<file path="src/rtl/link_pkg.sv">
// Shared types for the board-to-board link: frame header tag, FSM state enums and message struct.
// Optional 3-byte frames with an XOR checksum are selected by defining LINK_CHECKSUM_EN.
package link_pkg;

    localparam logic [5:0] LINK_HDR_TAG = 6'b101000;

`ifdef LINK_CHECKSUM_EN
    typedef enum logic [1:0] {TX_IDLE, TX_HDR, TX_CORDS, TX_CHK} tx_state_t;
    typedef enum logic [1:0] {RX_HDR, RX_CORDS, RX_CHK} rx_state_t;
`else
    typedef enum logic [1:0] {TX_IDLE, TX_HDR, TX_CORDS} tx_state_t;
    typedef enum logic [0:0] {RX_HDR, RX_CORDS} rx_state_t;
`endif

    typedef struct packed {
        logic       ready;
        logic       hit;
        logic [7:0] cords;
    } link_msg_t;

    function automatic logic [7:0] hdr_byte(input logic ready, input logic hit);
        return {LINK_HDR_TAG, ready, hit};
    endfunction

endpackage

</file>
<file path="src/rtl/link_rx.sv">
// Frame receiver: hunts for a header byte, collects cords (and checksum when LINK_CHECKSUM_EN
// is defined), drops partial frames after an idle gap, and holds the committed remote message.
module link_rx
    import link_pkg::*;
#(
    parameter int RX_GAP_CYCLES = 10_000
) (
    input  logic       clk,
    input  logic       rst,
    input  logic [7:0] rx_data,
    input  logic       rx_valid,
    input  logic       expire,
    output logic       commit,
    output link_msg_t  msg
);

    localparam int GAP_W = $clog2(RX_GAP_CYCLES + 1);
    localparam logic [GAP_W-1:0] GAP_MAX = GAP_W'(RX_GAP_CYCLES);

    rx_state_t        state_q, state_d;
    logic [GAP_W-1:0] gap_q, gap_d, gap_inc;
    logic [1:0]       rh_q, rh_d;
    link_msg_t        msg_q, msg_d, frame;
`ifdef LINK_CHECKSUM_EN
    logic [7:0]       cords_q, cords_d;
`endif

    always_comb begin
        gap_inc = (gap_q == GAP_MAX) ? gap_q : gap_q + GAP_W'(1);
        state_d = state_q;
        rh_d    = rh_q;
        gap_d   = (state_q == RX_HDR) ? '0 : gap_inc;
        commit  = 1'b0;
        frame   = {rh_q, rx_data};
`ifdef LINK_CHECKSUM_EN
        cords_d = cords_q;
`endif
        case (state_q)
            RX_HDR: begin
                if (rx_valid && rx_data[7:2] == LINK_HDR_TAG) begin
                    rh_d    = rx_data[1:0];
                    state_d = RX_CORDS;
                end
            end
            RX_CORDS: begin
                if (rx_valid) begin
`ifdef LINK_CHECKSUM_EN
                    cords_d = rx_data;
                    gap_d   = '0;
                    state_d = RX_CHK;
`else
                    commit  = 1'b1;
                    state_d = RX_HDR;
`endif
                end else if (gap_inc == GAP_MAX) begin
                    state_d = RX_HDR;
                end
            end
`ifdef LINK_CHECKSUM_EN
            RX_CHK: begin
                frame = {rh_q, cords_q};
                if (rx_valid) begin
                    commit  = (rx_data == (hdr_byte(rh_q[1], rh_q[0]) ^ cords_q));
                    state_d = RX_HDR;
                end else if (gap_inc == GAP_MAX) begin
                    state_d = RX_HDR;
                end
            end
`endif
            default: state_d = RX_HDR;
        endcase

        // A commit in the same cycle as watchdog expiry keeps the fresh frame.
        msg_d = msg_q;
        if (commit) begin
            msg_d = frame;
        end else if (expire) begin
            msg_d.ready = 1'b0;
            msg_d.hit   = 1'b0;
        end
    end

    always_ff @(posedge clk) begin
        if (rst) begin
            state_q <= RX_HDR;
            gap_q   <= '0;
            rh_q    <= 2'b00;
            msg_q   <= '0;
`ifdef LINK_CHECKSUM_EN
            cords_q <= 8'h00;
`endif
        end else begin
            state_q <= state_d;
            gap_q   <= gap_d;
            rh_q    <= rh_d;
            msg_q   <= msg_d;
`ifdef LINK_CHECKSUM_EN
            cords_q <= cords_d;
`endif
        end
    end

    assign msg = msg_q;

endmodule

</file>
<file path="src/rtl/link_ctrl.sv">
// Link stage between main_fsm and the UART: frames the local triple for TX, instantiates the
// receiver and runs the link watchdog. LINK_CHECKSUM_EN adds a trailing XOR checksum byte.
module link_ctrl
    import link_pkg::*;
#(
    parameter int REFRESH_CYCLES = 100_000,
    parameter int TIMEOUT_CYCLES = 1_000_000,
    parameter int RX_GAP_CYCLES  = 10_000
) (
    input  logic       clk,
    input  logic       rst,
    input  logic       ready1,
    input  logic       hit1,
    input  logic [7:0] ship_cords_out,
    output logic       ready2,
    output logic       hit2,
    output logic [7:0] ship_cords_in,
    output logic [7:0] tx_data,
    output logic       tx_wr,
    input  logic       tx_busy,
    input  logic [7:0] rx_data,
    input  logic       rx_valid,
    output logic       link_up
);

    localparam int REF_W = $clog2(REFRESH_CYCLES + 1);
    localparam int WD_W  = $clog2(TIMEOUT_CYCLES + 1);
    localparam logic [REF_W-1:0] REF_MAX = REF_W'(REFRESH_CYCLES);
    localparam logic [WD_W-1:0]  WD_MAX  = WD_W'(TIMEOUT_CYCLES);

    tx_state_t        tx_state_q, tx_state_d;
    link_msg_t        live, snap_q, snap_d, last_sent_q, last_sent_d, rx_msg;
    logic [REF_W-1:0] refresh_q, refresh_d;
    logic [WD_W-1:0]  wd_q, wd_d;
    logic [7:0]       tx_data_q, tx_data_d;
    logic             tx_wr_q, tx_wr_d;
    logic             link_up_q, link_up_d;
    logic             commit, expire;

    assign live = {ready1, hit1, ship_cords_out};

    link_rx #(
        .RX_GAP_CYCLES(RX_GAP_CYCLES)
    ) u_rx (
        .clk     (clk),
        .rst     (rst),
        .rx_data (rx_data),
        .rx_valid(rx_valid),
        .expire  (expire),
        .commit  (commit),
        .msg     (rx_msg)
    );

    always_comb begin
        tx_state_d  = tx_state_q;
        snap_d      = snap_q;
        last_sent_d = last_sent_q;
        refresh_d   = (refresh_q == REF_MAX) ? refresh_q : refresh_q + REF_W'(1);
        tx_data_d   = tx_data_q;
        tx_wr_d     = 1'b0;
        case (tx_state_q)
            TX_IDLE: begin
                if (live != last_sent_q || refresh_q >= REF_W'(REFRESH_CYCLES - 1)) begin
                    snap_d      = live;
                    last_sent_d = live;
                    refresh_d   = '0;
                    tx_state_d  = TX_HDR;
                end
            end
            TX_HDR: begin
                if (!tx_busy) begin
                    tx_wr_d    = 1'b1;
                    tx_data_d  = hdr_byte(snap_q.ready, snap_q.hit);
                    tx_state_d = TX_CORDS;
                end
            end
            TX_CORDS: begin
                if (!tx_busy) begin
                    tx_wr_d    = 1'b1;
                    tx_data_d  = snap_q.cords;
`ifdef LINK_CHECKSUM_EN
                    tx_state_d = TX_CHK;
`else
                    tx_state_d = TX_IDLE;
`endif
                end
            end
`ifdef LINK_CHECKSUM_EN
            TX_CHK: begin
                if (!tx_busy) begin
                    tx_wr_d    = 1'b1;
                    tx_data_d  = hdr_byte(snap_q.ready, snap_q.hit) ^ snap_q.cords;
                    tx_state_d = TX_IDLE;
                end
            end
`endif
            default: tx_state_d = TX_IDLE;
        endcase
    end

    // Expiry fires on the edge where the silent-cycle count reaches TIMEOUT_CYCLES.
    always_comb begin
        expire    = (wd_q >= WD_W'(TIMEOUT_CYCLES - 1));
        wd_d      = commit ? '0 : ((wd_q == WD_MAX) ? wd_q : wd_q + WD_W'(1));
        link_up_d = commit ? 1'b1 : (expire ? 1'b0 : link_up_q);
    end

    always_ff @(posedge clk) begin
        if (rst) begin
            tx_state_q  <= TX_IDLE;
            snap_q      <= '0;
            last_sent_q <= '0;
            refresh_q   <= '0;
            wd_q        <= '0;
            tx_data_q   <= 8'h00;
            tx_wr_q     <= 1'b0;
            link_up_q   <= 1'b0;
        end else begin
            tx_state_q  <= tx_state_d;
            snap_q      <= snap_d;
            last_sent_q <= last_sent_d;
            refresh_q   <= refresh_d;
            wd_q        <= wd_d;
            tx_data_q   <= tx_data_d;
            tx_wr_q     <= tx_wr_d;
            link_up_q   <= link_up_d;
        end
    end

    assign tx_data       = tx_data_q;
    assign tx_wr         = tx_wr_q;
    assign link_up       = link_up_q;
    assign ready2        = rx_msg.ready;
    assign hit2          = rx_msg.hit;
    assign ship_cords_in = rx_msg.cords;

endmodule

</file>
<file path="config.mk">
export PLATFORM = sky130hd
export DESIGN_NAME = link_ctrl
export DESIGN_NICKNAME = d
export VERILOG_FILES = /design/src/rtl/link_pkg.sv /design/src/rtl/link_rx.sv /design/src/rtl/link_ctrl.sv
export SDC_FILE = /design/constraint.sdc
export NUM_CORES = 1
export LEC_CHECK = 0
export BUFFER_PORTS_ARGS = -buffer_cell sky130_fd_sc_hd__buf_2
export CORE_UTILIZATION = 51
export CTS_CLUSTER_SIZE = 25
export DETAILED_ROUTE_END_ITERATION = 8
export GPL_TIMING_DRIVEN = 1
export PLACE_DENSITY = 0.69
export SYNTH_ARGS = -nofsm -noshare
export SYNTH_HDL_FRONTEND = slang
export SYNTH_HIERARCHICAL = 1
export SYNTH_SLANG_ARGS = --single-unit
</file>
<file path="constraint.sdc">
create_clock -name clk -period 3.5 [get_ports clk]
set_input_delay 0.7 -clock clk [delete_from_list [all_inputs] [get_ports clk]]
set_output_delay 0.7 -clock clk [all_outputs]
set_load 0.05 [all_outputs]
</file>
==> summary.txt, run 1 <==
GRT
  • GR Util All Layers: 20.7%
  • Global-route wire length before repair: 14.4 mm
  • Largest net degree at the start of global routing: 39
  • GRT Residual Overflow: 0
  • Vias in the first global route: 3167
  • Initial antenna violation count: 0

Floorplan
  • Die X: between 90 and 100 um
  • Die H: ~94 um
  • IO Pins: 42
  • Die Area: 0.00883 sq mm
  • Starting Density: between 50% and 60%
  • Site row count: 33
  • Core area: 0.00822 sq mm

Synthesis
  • #FFs+latches synth: 86
  • Post-synth cell types: 58
  • Top-count cell post-synth: dfxtp_1
  • Area contributors post-synth: dfxtp_1 40%, xnor2_1 6.7%, nor2_1 4.5%
  • Post-synthesis sequential area ratio: 39.9%
  • Post-Syn Instances: 489
  • Cell Area, Synth: approximately 0.0043 sq mm
  • EDFF count, synth: 0
  • Post-synth top cells: 86 x dfxtp_1, 52 x nor2_1, 37 x nand2_1, 33 x xnor2_1
  • Mapped Nets: about 520
  • Top FF cell, synth: dfxtp_1
  • Async set-reset flop share out of synthesis: 0%
  • Syn. warnings: 6
  • Top cell type's share of synthesized area: 39.9%
  • Cell type with the largest total area after synthesis: dfxtp_1
  • Average size of a mapped cell: 8.82 sq um

Placement
  • Routability Congestion: about 0.8
  • Port bufs: around 40
  • HPWL Detailed: 6.03 mm

Critical path
  • Crit-path slowest cell: dfxtp_1
  • CP Capture Type: flop
  • Critical path startpoint category: flop
  • Worst path top cell family by delay: compound AO/OA/AOI/OAI gates
  • WP data required: ~3.8 ns
  • CP Cell Sequence: ha_1, nand4_1, nor3_1, a32oi_1, a21boi_2, buf_4, mux2i_1
  • CP peak stage delay: 0.41 ns
  • CP max FO: 14
  • Critical path class: reg2reg
  • Buf/Inv on CP: 1
  • Critical path arrival: 2.40 ns

Route
  • DR iter-0 viols: 119
  • Pre-antenna DRT Iters: 6
  • DR WL/cell: 13.3 um
  • Post-DRT Antenna Nets: 0
  • DRC viols: 2
  • Drt via density: between 5 and 6
  • WL final: between 8 and 9 mm
  • Via Count: 3424

Timing
  • Final TNS setup: 0 ns
  • Final Hold Fails: 0
  • Clock skew: approximately 0.009 ns
  • Peak Freq: around 470 MHz
  • Fin Hold WS: between 0.4 and 0.5 ns
  • Worst-Margin Slew: 0.675 ns
  • Final setup viols: 0
  • Final Cycle Share: 60.5%
  • Slew headroom: 54.6%
  • Slew Limit Fails: 0
  • RSZ-0062 raised after global routing: no
  • Final Critical Period: ~2.1 ns

Finish
  • ANT cells: 0
  • Area Overhead vs Synth: 10.7%
  • Fillcell total: 757
  • Final #Nets: 556
  • Layout cell share with drive strength beyond 1: 14.8%

Job
  • Max cap viols: 0

Clock tree
  • Root buf cell: clkbuf_8
  • CTS max path bufs: 2
  • Num CTS Buffers: 9
  • H-tree Lvls: 3
  • CTS tree: built
  • Clock latency on the worst-skew pair: 0.35 ns
  • Post-CTS sizing: 0
  • Post-cts hold buffer count: 0
  • Clock transition at path regs: about 0.09 ns
  • Clk sinks: 86
  • Setup Fix Bufs, Post-CTS: 0

Power and ir drop
  • Worst VDD drop: between 0.2 and 0.25 mV
  • Pleak: around 1.8 nW
  • Power density over the cells: approximately 470 mW/mm^2

Status
  • Failing checks: design-rule violations
  • Status: finished with violations

Worst hold path
  • Min-Delay Path Class: reg2reg
==> path summary, 6_finish.rpt <==
kind,endpoint,depth (start not counted),slack [ns],startpoint
setup / recovery,last_sent_q[5]$_SDFFE_PP0P_,7,1.38,refresh_q[0]$_SDFF_PP0_
hold / removal,u_rx/msg[8]$_SDFFE_PP0P_,2,0.46,u_rx/rh_q[0]$_SDFFE_PP0P_
setup reg to reg,last_sent_q[5]$_SDFFE_PP0P_,7,1.38,refresh_q[0]$_SDFF_PP0_
hold reg to reg,u_rx/msg[8]$_SDFFE_PP0P_,2,0.46,u_rx/rh_q[0]$_SDFFE_PP0P_
==> final cells by class <==
type	instances	area (sq um)	share of cell area, %
tap	105	131	2.75
clock buffer	9	124	2.60
timing repair buffer	44	228	4.77
sequential	86	1720	36.1
clock inverter	7	98.8	2.07
multi-input combinational	366	2410	50.5
inverter	16	60.1	1.26
==> logic make-up after synthesis <==
family	count (synthesis)	share of synthesized area [%]
compound gates	53	7.69
buf+inv	37	4.29
xor+xnor	49	9.95
simple gates	234	30.5
flops	86	39.9
fa+ha+maj	11	3.19
mux	19	4.41
==> worst reg2reg max path, cell delays in order, from the launching register on <==
cell and delay [ns]:
dfxtp_1 0.41, ha_1 0.23, nand4_1 0.20, nor3_1 0.23, a32oi_1 0.11, a21boi_2 0.36, buf_4 0.30, mux2i_1 0.22
==> flip-flops by register name (all words and copies together), names as in the netlist, 2 cells and up <==
register	count
tx_data	8
u_rx/rh_q	2
u_rx/msg	10
tx_state_q	2
wd_q	20
last_sent_q	10
u_rx/gap_q	14
refresh_q	17
==> routing by layer <==
metal	GRT usage [%]	up-vias	wire length, um
met5	0	-	0
met4	7.31	0	77
met3	4.45	8	306
met2	35.5	52	4040
met1	25.3	1609	3990
li1	-	1755	-
==> cells in the final DEF, fill, tap and decap left out, types with 4 or more instances in the layout <==
cell type and count:
nor4_1 6, and3_1 6, xnor2_1 33, nor3b_1 4
o21ai_0 10, dfxtp_1 86, clkbuf_8 9, nand2_1 37
nor2_1 52, nand3_1 17, buf_2 41, nand4_1 11
a21oi_1 23, inv_1 16, mux2i_1 19, xor2_1 16
nand3b_1 5, nor3_1 30, nand2b_1 30, or3_1 8
a22oi_1 4, ha_1 11
==> power by group <==
part           switching (mW)  internal (mW)  total, mW
Combinational           0.238          0.158      0.395
Clock                   0.365          0.404      0.770
Sequential             0.0505           1.04       1.09
==> metrics by stage <==
| step | instances | worst slack, ns | util (%) | power (mW) | instance area [sq um] |
|---|---|---|---|---|---|
| after floorplan | 489 | 1.77 | - | 1.43 | 4310 |
| after global placement | 617 | 1.39 | 55.4 | 1.50 | 4550 |
| after detailed placement | 617 | 1.36 | 55.4 | 1.51 | 4550 |
| after CTS | 633 | 1.37 | 58.1 | 2.28 | 4770 |
| after global routing | 633 | 1.16 | 58.1 | 2.37 | 4770 |
| final | 633 | 1.38 | 58.1 | 2.25 | 4770 |
No activity file was read; power rests on OpenSTA's default activity.
==> run 2: changes to the inputs <==
--- a/config.mk
+++ b/config.mk
@@ -10,7 +10,7 @@
 export CTS_CLUSTER_SIZE = 25
 export DETAILED_ROUTE_END_ITERATION = 8
 export GPL_TIMING_DRIVEN = 1
-export PLACE_DENSITY = 0.69
+export PLACE_DENSITY = 0.72
 export SYNTH_ARGS = -nofsm -noshare
 export SYNTH_HDL_FRONTEND = slang
 export SYNTH_HIERARCHICAL = 1
==> constraint.sdc (replaced) <==
create_clock -name clk -period 1.75 [get_ports clk]
set_input_delay 0.35 -clock clk [delete_from_list [all_inputs] [get_ports clk]]
set_output_delay 0.35 -clock clk [all_outputs]
set_load 0.05 [all_outputs]
==> run 2 against run 1 <==
Effect of this change: the run now ends clean; non-clock buffer count rose by 33; final area increased by 8.7%; wire length up 10%; clock skew increased by 0.0014 ns; combinational power is 130% higher; cell count grew 5.2%; global-route usage rose by 1.1 points.
==> summary.txt, run 2 (synthesized netlist as in run 1, its figures left out) <==
Route
  • WL final: about 9.2 mm
  • DRC viols: 0
  • Post-DRT Antenna Nets: 0
  • Pre-antenna DRT Iters: 7
  • Drt via density: between 5 and 6
  • DR iter-0 viols: 84
  • DR WL/cell: 13.9 um
  • Via Count: 3616

Placement
  • HPWL Detailed: 6.32 mm
  • Placed inst area: roughly 0.0047 sq mm
  • Routability Congestion: approximately 0.79
  • Port bufs: around 40
  • Setup WS pre-CTS: -0.0146 ns
  • Dpl cells: 643

GRT
  • Global-route wire length before repair: 15.0 mm
  • GRT Residual Overflow: 0
  • Largest net degree at the start of global routing: 34
  • Vias in the first global route: ~3.4k
  • GR Util All Layers: a little over a fifth
  • Initial antenna violation count: 0

Critical path
  • R2R Setup Slk: between 0.015 and 0.02 ns
  • WP data required: 2.05 ns
  • Critical path arrival: 2.03 ns
  • CP Capture Type: flop
  • CP max FO: 6
  • Critical path startpoint category: flop
  • Critical path class: reg2reg

Clock tree
  • Root buf cell: clkbuf_8
  • H-tree Lvls: 3
  • Clock transition at path regs: ~0.1 ns
  • Num CTS Buffers: 9
  • CTS tree: built
  • Clock latency on the worst-skew pair: 0.37 ns
  • Clk sinks: 86
  • CTS max path bufs: 2

Finish
  • Layout cell share with drive strength beyond 1: 25.3%
  • Most frequent cells in the layout: 71 x dfxtp_1, 52 x nor2_1, 41 x buf_2
  • Fin cells: ~670
  • Final #Nets: 589
  • Most common cell after layout, fill and taps aside: dfxtp_1
  • Area Overhead vs Synth: 20.3%
  • Most flops, register: wd_q
  • Regs by FF count: wd_q: 20 flops, refresh_q: 17 flops, u_rx/gap_q: 14 flops
  • Number of flip-flops in the largest register: 20
  • ANT cells: 0
  • Final Cell Area: 0.00518 sq mm

Timing
  • Peak Freq: ~580 MHz
  • Final Critical Period: 1.73 ns
  • Final TNS setup: 0 ns
  • Setup ws final: 0.0186 ns
  • Final Hold Fails: 0
  • RSZ-0062 raised after global routing: yes
  • Slew headroom: 61.8%
  • Slew Limit Fails: 0
  • Final Cycle Share: 98.9%
  • Worst-Margin Slew: 0.574 ns
  • Clock skew: around 0.01 ns
  • Final setup viols: 0

Floorplan
  • Starting Density: 52.5%
  • Die X: 93.9 um
  • Die Area: a little under 0.009 sq mm
  • Core area: ~0.008 sq mm
  • Site row count: 33
  • IO Pins: 42
  • Die H: 93.9 um

Status
  • Status: finished clean

Job
  • Max cap viols: 0

Power and ir drop
  • Worst VDD drop: 0.514 mV
  • Power density over the cells: 900 mW/mm^2
  • Pleak: around 2.0 nW

Worst hold path
  • Min-Delay Path Class: in2reg
==> run 2: changes by cell type in the layout (fill, tap and decap cells not counted), sizes merged <==
cell / delta
buf: +33
clkinv: -3
inv: +3
==> run 2: routing by layer <==
layer / vias up / wire length, um / global-route usage [%]
li1: 1821 / - / -
met1: 1726 / 4220 / 26.1
met2: 55 / 4530 / 36.8
met3: 14 / 300 / 4.94
met4: 0 / 190 / 10.0
met5: - / 0 / 0
==> run 2: cell type report <==
cell class	instances	area (sq um)
Timing Repair Buffer	77	483
Clock buffer	9	124
Multi-Input combinational cell	366	2540
Tap cell	105	131
Sequential cell	86	1740
Inverter	16	60.1
Fill cell	682	3030
Clock inverter	7	103
==> run 2: where the power goes <==
part	internal (mW)	switching (mW)
Clock	0.821	0.765
Sequential	2.07	0.102
Combinational	0.390	0.516
Total	3.28	1.38
==> run 2: worst paths after layout <==
kind | start | to | cells past startpoint
worst max register to register | refresh_q[11]$_SDFF_PP0_ | last_sent_q[5]$_SDFFE_PP0P_ | 6
worst min-delay path | tx_busy | tx_wr$_SDFF_PP0_ | 2
worst min register to register | u_rx/msg[0]$_SDFFE_PP0P_ | u_rx/msg[0]$_SDFFE_PP0P_ | 2
worst max-delay path | refresh_q[11]$_SDFF_PP0_ | last_sent_q[5]$_SDFFE_PP0P_ | 6
==> run 2: critical path, cell delays in order, from the launching register on <==
cell and delay (ns):
dfxtp_2 0.34, nor4_4 0.29, and4_1 0.27, a32oi_2 0.09
a21boi_2 0.27, buf_6 0.18, mux2i_2 0.22
==> run 2: stage by stage <==
step           hold WS, ns  power [mW]  utilization, %
2_1_floorplan        0.419        2.86               -
6_report             0.227        4.67            63.1
4_1_cts              0.211        4.68            61.2
3_3_place_gp         0.441        3.03            57.7
5_1_grt              0.224        4.89            63.1
3_5_place_dp         0.447        3.06            57.7
==> run 2: what timing repair did <==
item                       in CTS  in global routing
gates resized for setup        10                 30
setup endpoints to repair      11                 42
hold buffers                    0                  0
buffers inserted                1                  6
pin swaps                       6                 13
==> run 3: changes to the inputs <==
==> constraint.sdc (replaced) <==
create_clock -name clk -period 1.75 [get_ports clk]
set_input_delay 0.175 -clock clk [delete_from_list [all_inputs] [get_ports clk]]
set_output_delay 0.175 -clock clk [all_outputs]
set_load 0.05 [all_outputs]
==> run 3 against run 2 <==
Effect of this change: the run now ends with negative setup slack left; register-to-register slack lost 0.03 ns; via count shrank 0.39%; die area is the same; clock-buffer cell count is the same; non-clock buffer count is the same; sequential cell count is the same; core utilization shrank 0.37 points; critical path depth grew 2; wire length shrank 0.78%; cell count is the same; hold slack lost 0.18 ns; sequential share of layout area grew 0.074 points; critical endpoint is now refresh_q[7]$_SDFF_PP0_; largest power group unchanged; highest routed layer unchanged.
==> summary.txt, run 3 (synthesized netlist as in run 1, its figures left out) <==
Critical path
  • Worst R2R End: refresh_q[7]$_SDFF_PP0_
  • CP Cell Sequence: ha_4, nand4_1, nor3_2, a32oi_2, a21boi_2, buf_6, buf_12, nor3_1
  • CP max FO: 11
  • R2r worst-path depth: 8
  • Worst setup path end: refresh_q[7]$_SDFF_PP0_
  • Worst R2R Start: refresh_q[0]$_SDFF_PP0_
  • CP Capture Type: flop
  • R2R Setup Slk: -0.01 ns
  • CP peak stage delay: 0.36 ns
  • Critical path class: reg2reg
  • Critical path depth: 8
  • Worst Setup SP: refresh_q[0]$_SDFF_PP0_
  • Critical path startpoint category: flop
  • WP data required: 1.99 ns
  • Critical path arrival: 2.00 ns
  • Worst path top cell family by delay: simple AND/OR/NAND/NOR gates
  • Crit-path slowest cell: dfxtp_2
  • Buf/Inv on CP: 2

Finish
  • Most flops, register: wd_q
  • Final Cell Area: 0.00515 sq mm
  • Fillcell total: 717
  • Most common cell after layout, fill and taps aside: dfxtp_1
  • Most frequent cells in the layout: 76 x dfxtp_1, 52 x nor2_1, 41 x buf_2
  • Layout cell share with drive strength beyond 1: between 20% and 30%
  • Register area: 0.00173 sq mm
  • Area Overhead vs Synth: 19.6%
  • Final #Nets: between 500 and 600
  • ANT cells: 0
  • Multi-input gate area: 0.00251 sq mm
  • Number of flip-flops in the largest register: 20
  • Regs by FF count: wd_q: 20 flops, refresh_q: 17 flops, u_rx/gap_q: 14 flops

Floorplan
  • Die Area: about 0.0088 sq mm
  • IO Pins: 42
  • Starting Density: 52.5%
  • Site row count: 33
  • Die X: 93.9 um
  • Die H: 93.9 um
  • Core area: 0.00822 sq mm

GRT
  • Vias in the first global route: 3355
  • Global-route wire length before repair: 15.2 mm
  • Grt met3 use: 3.88%
  • GRT Residual Overflow: 0
  • Grt peak-use layer: met2
  • Met1 Use GR: 26.3%
  • Largest net degree at the start of global routing: 36
  • GR Util All Layers: 21.7%
  • Initial antenna violation count: 0
  • M2 GR Usage: 37.4%

Power and ir drop
  • Int Pwr: 3.30 mW
  • Sw frac: 29.3%
  • Worst VDD drop: just under 0.4 mV
  • Part of the power in registers: 46.5%
  • Pleak: 1.96 nW
  • Power density over the cells: 905 mW/mm^2
  • Comb pwr share: 20.2%
  • Pwr Total: 4.67 mW
  • Clock power frac: between 30% and 40%
  • Switching pwr: 1.37 mW

Timing
  • Final setup viols: 11
  • Peak Freq: 568 MHz
  • RSZ-0062 raised after global routing: yes
  • Clock skew: 0.0109 ns
  • Final TNS setup: -0.0886 ns
  • Final Critical Period: approximately 1.8 ns
  • Final Cycle Share: 101%
  • Final Hold Fails: 0
  • Setup ws final: -0.0116 ns
  • Worst-Margin Slew: 0.541 ns
  • Fin Hold WS: 0.0462 ns
  • Slew headroom: 63.9%
  • Slew Limit Fails: 0

Route
  • DR iter-0 viols: 94
  • DR WL/cell: about 14 um
  • Post-DRT Antenna Nets: 0
  • Drt via density: between 5 and 6
  • DRC viols: 0
  • Pre-antenna DRT Iters: 4
  • WL final: 9.17 mm
  • Via Count: 3602

Clock tree
  • H-tree Lvls: 3
  • CTS max path bufs: 2
  • Num CTS Buffers: 9
  • Root buf cell: clkbuf_8
  • Clock transition at path regs: ~0.090 ns
  • Clock latency on the worst-skew pair: 0.36 ns
  • Clk sinks: 86
  • CTS tree: built
  • Post-cts hold buffer count: 0

Placement
  • HPWL Detailed: around 6.4 mm
  • Routability Congestion: between 0.7 and 0.8
  • Placed inst area: 0.00477 sq mm
  • Setup WS pre-CTS: -0.0109 ns
  • Port bufs: 41

Worst hold path
  • Min-Delay Path Class: in2reg

Status
  • Status: finished with violations
  • Failing checks: negative setup slack

Job
  • Max cap viols: 0
==> run 3: routing by layer <==
layer,share of wire (%),vias to the layer above
li1,-,1820
met1,46,1715
met2,50,61
met3,3.2,6
met4,1.2,0
met5,0,-
==> run 3: worst min-delay path by stage <==
stage,start,endpoint,depth (start not counted)
3_3_place_gp,rx_data[0],u_rx/rh_q[0]$_SDFFE_PP0P_,3
2_1_floorplan,rst,u_rx/msg[0]$_SDFFE_PP0P_,1
4_1_cts,tx_busy,tx_wr$_SDFF_PP0_,2
5_1_grt,tx_busy,tx_wr$_SDFF_PP0_,2
6_report,tx_busy,tx_wr$_SDFF_PP0_,2
3_5_place_dp,tx_busy,tx_wr$_SDFF_PP0_,2
==> run 3: metrics by stage <==
stage               util [%]  instances
finish                  62.7        666
CTS                     61.0        662
detailed placement      58.0        646
global route            62.7        666
global placement        58.0        646
floorplan                  -        489
==> run 3: timing repair <==
| item | in CTS | in global routing |
|---|---|---|
| pin swaps | 1 | 10 |
| buffers inserted | 0 | 4 |
| resized for setup | 3 | 28 |
| endpoints found under the setup margin | 6 | 24 |
==> run 3: final cells by class <==
class                      instances  area share (%)
multi-input combinational        366            48.6
sequential                        86            33.6
timing repair buffer              77            9.68
tap                              105            2.55
clock buffer                       9            2.40
clock inverter                     7            1.92
inverter                          16            1.17
==> run 3: power groups by stage <==
stage / Clock [mW] / Combinational, mW / Sequential [mW]
5_1_grt: 1.68 / 1.02 / 2.18
3_3_place_gp: 0 / 0.832 / 2.20
4_1_cts: 1.59 / 0.873 / 2.16
3_5_place_dp: 0 / 0.851 / 2.21
6_report: 1.55 / 0.944 / 2.17
2_1_floorplan: 0 / 0.560 / 2.30
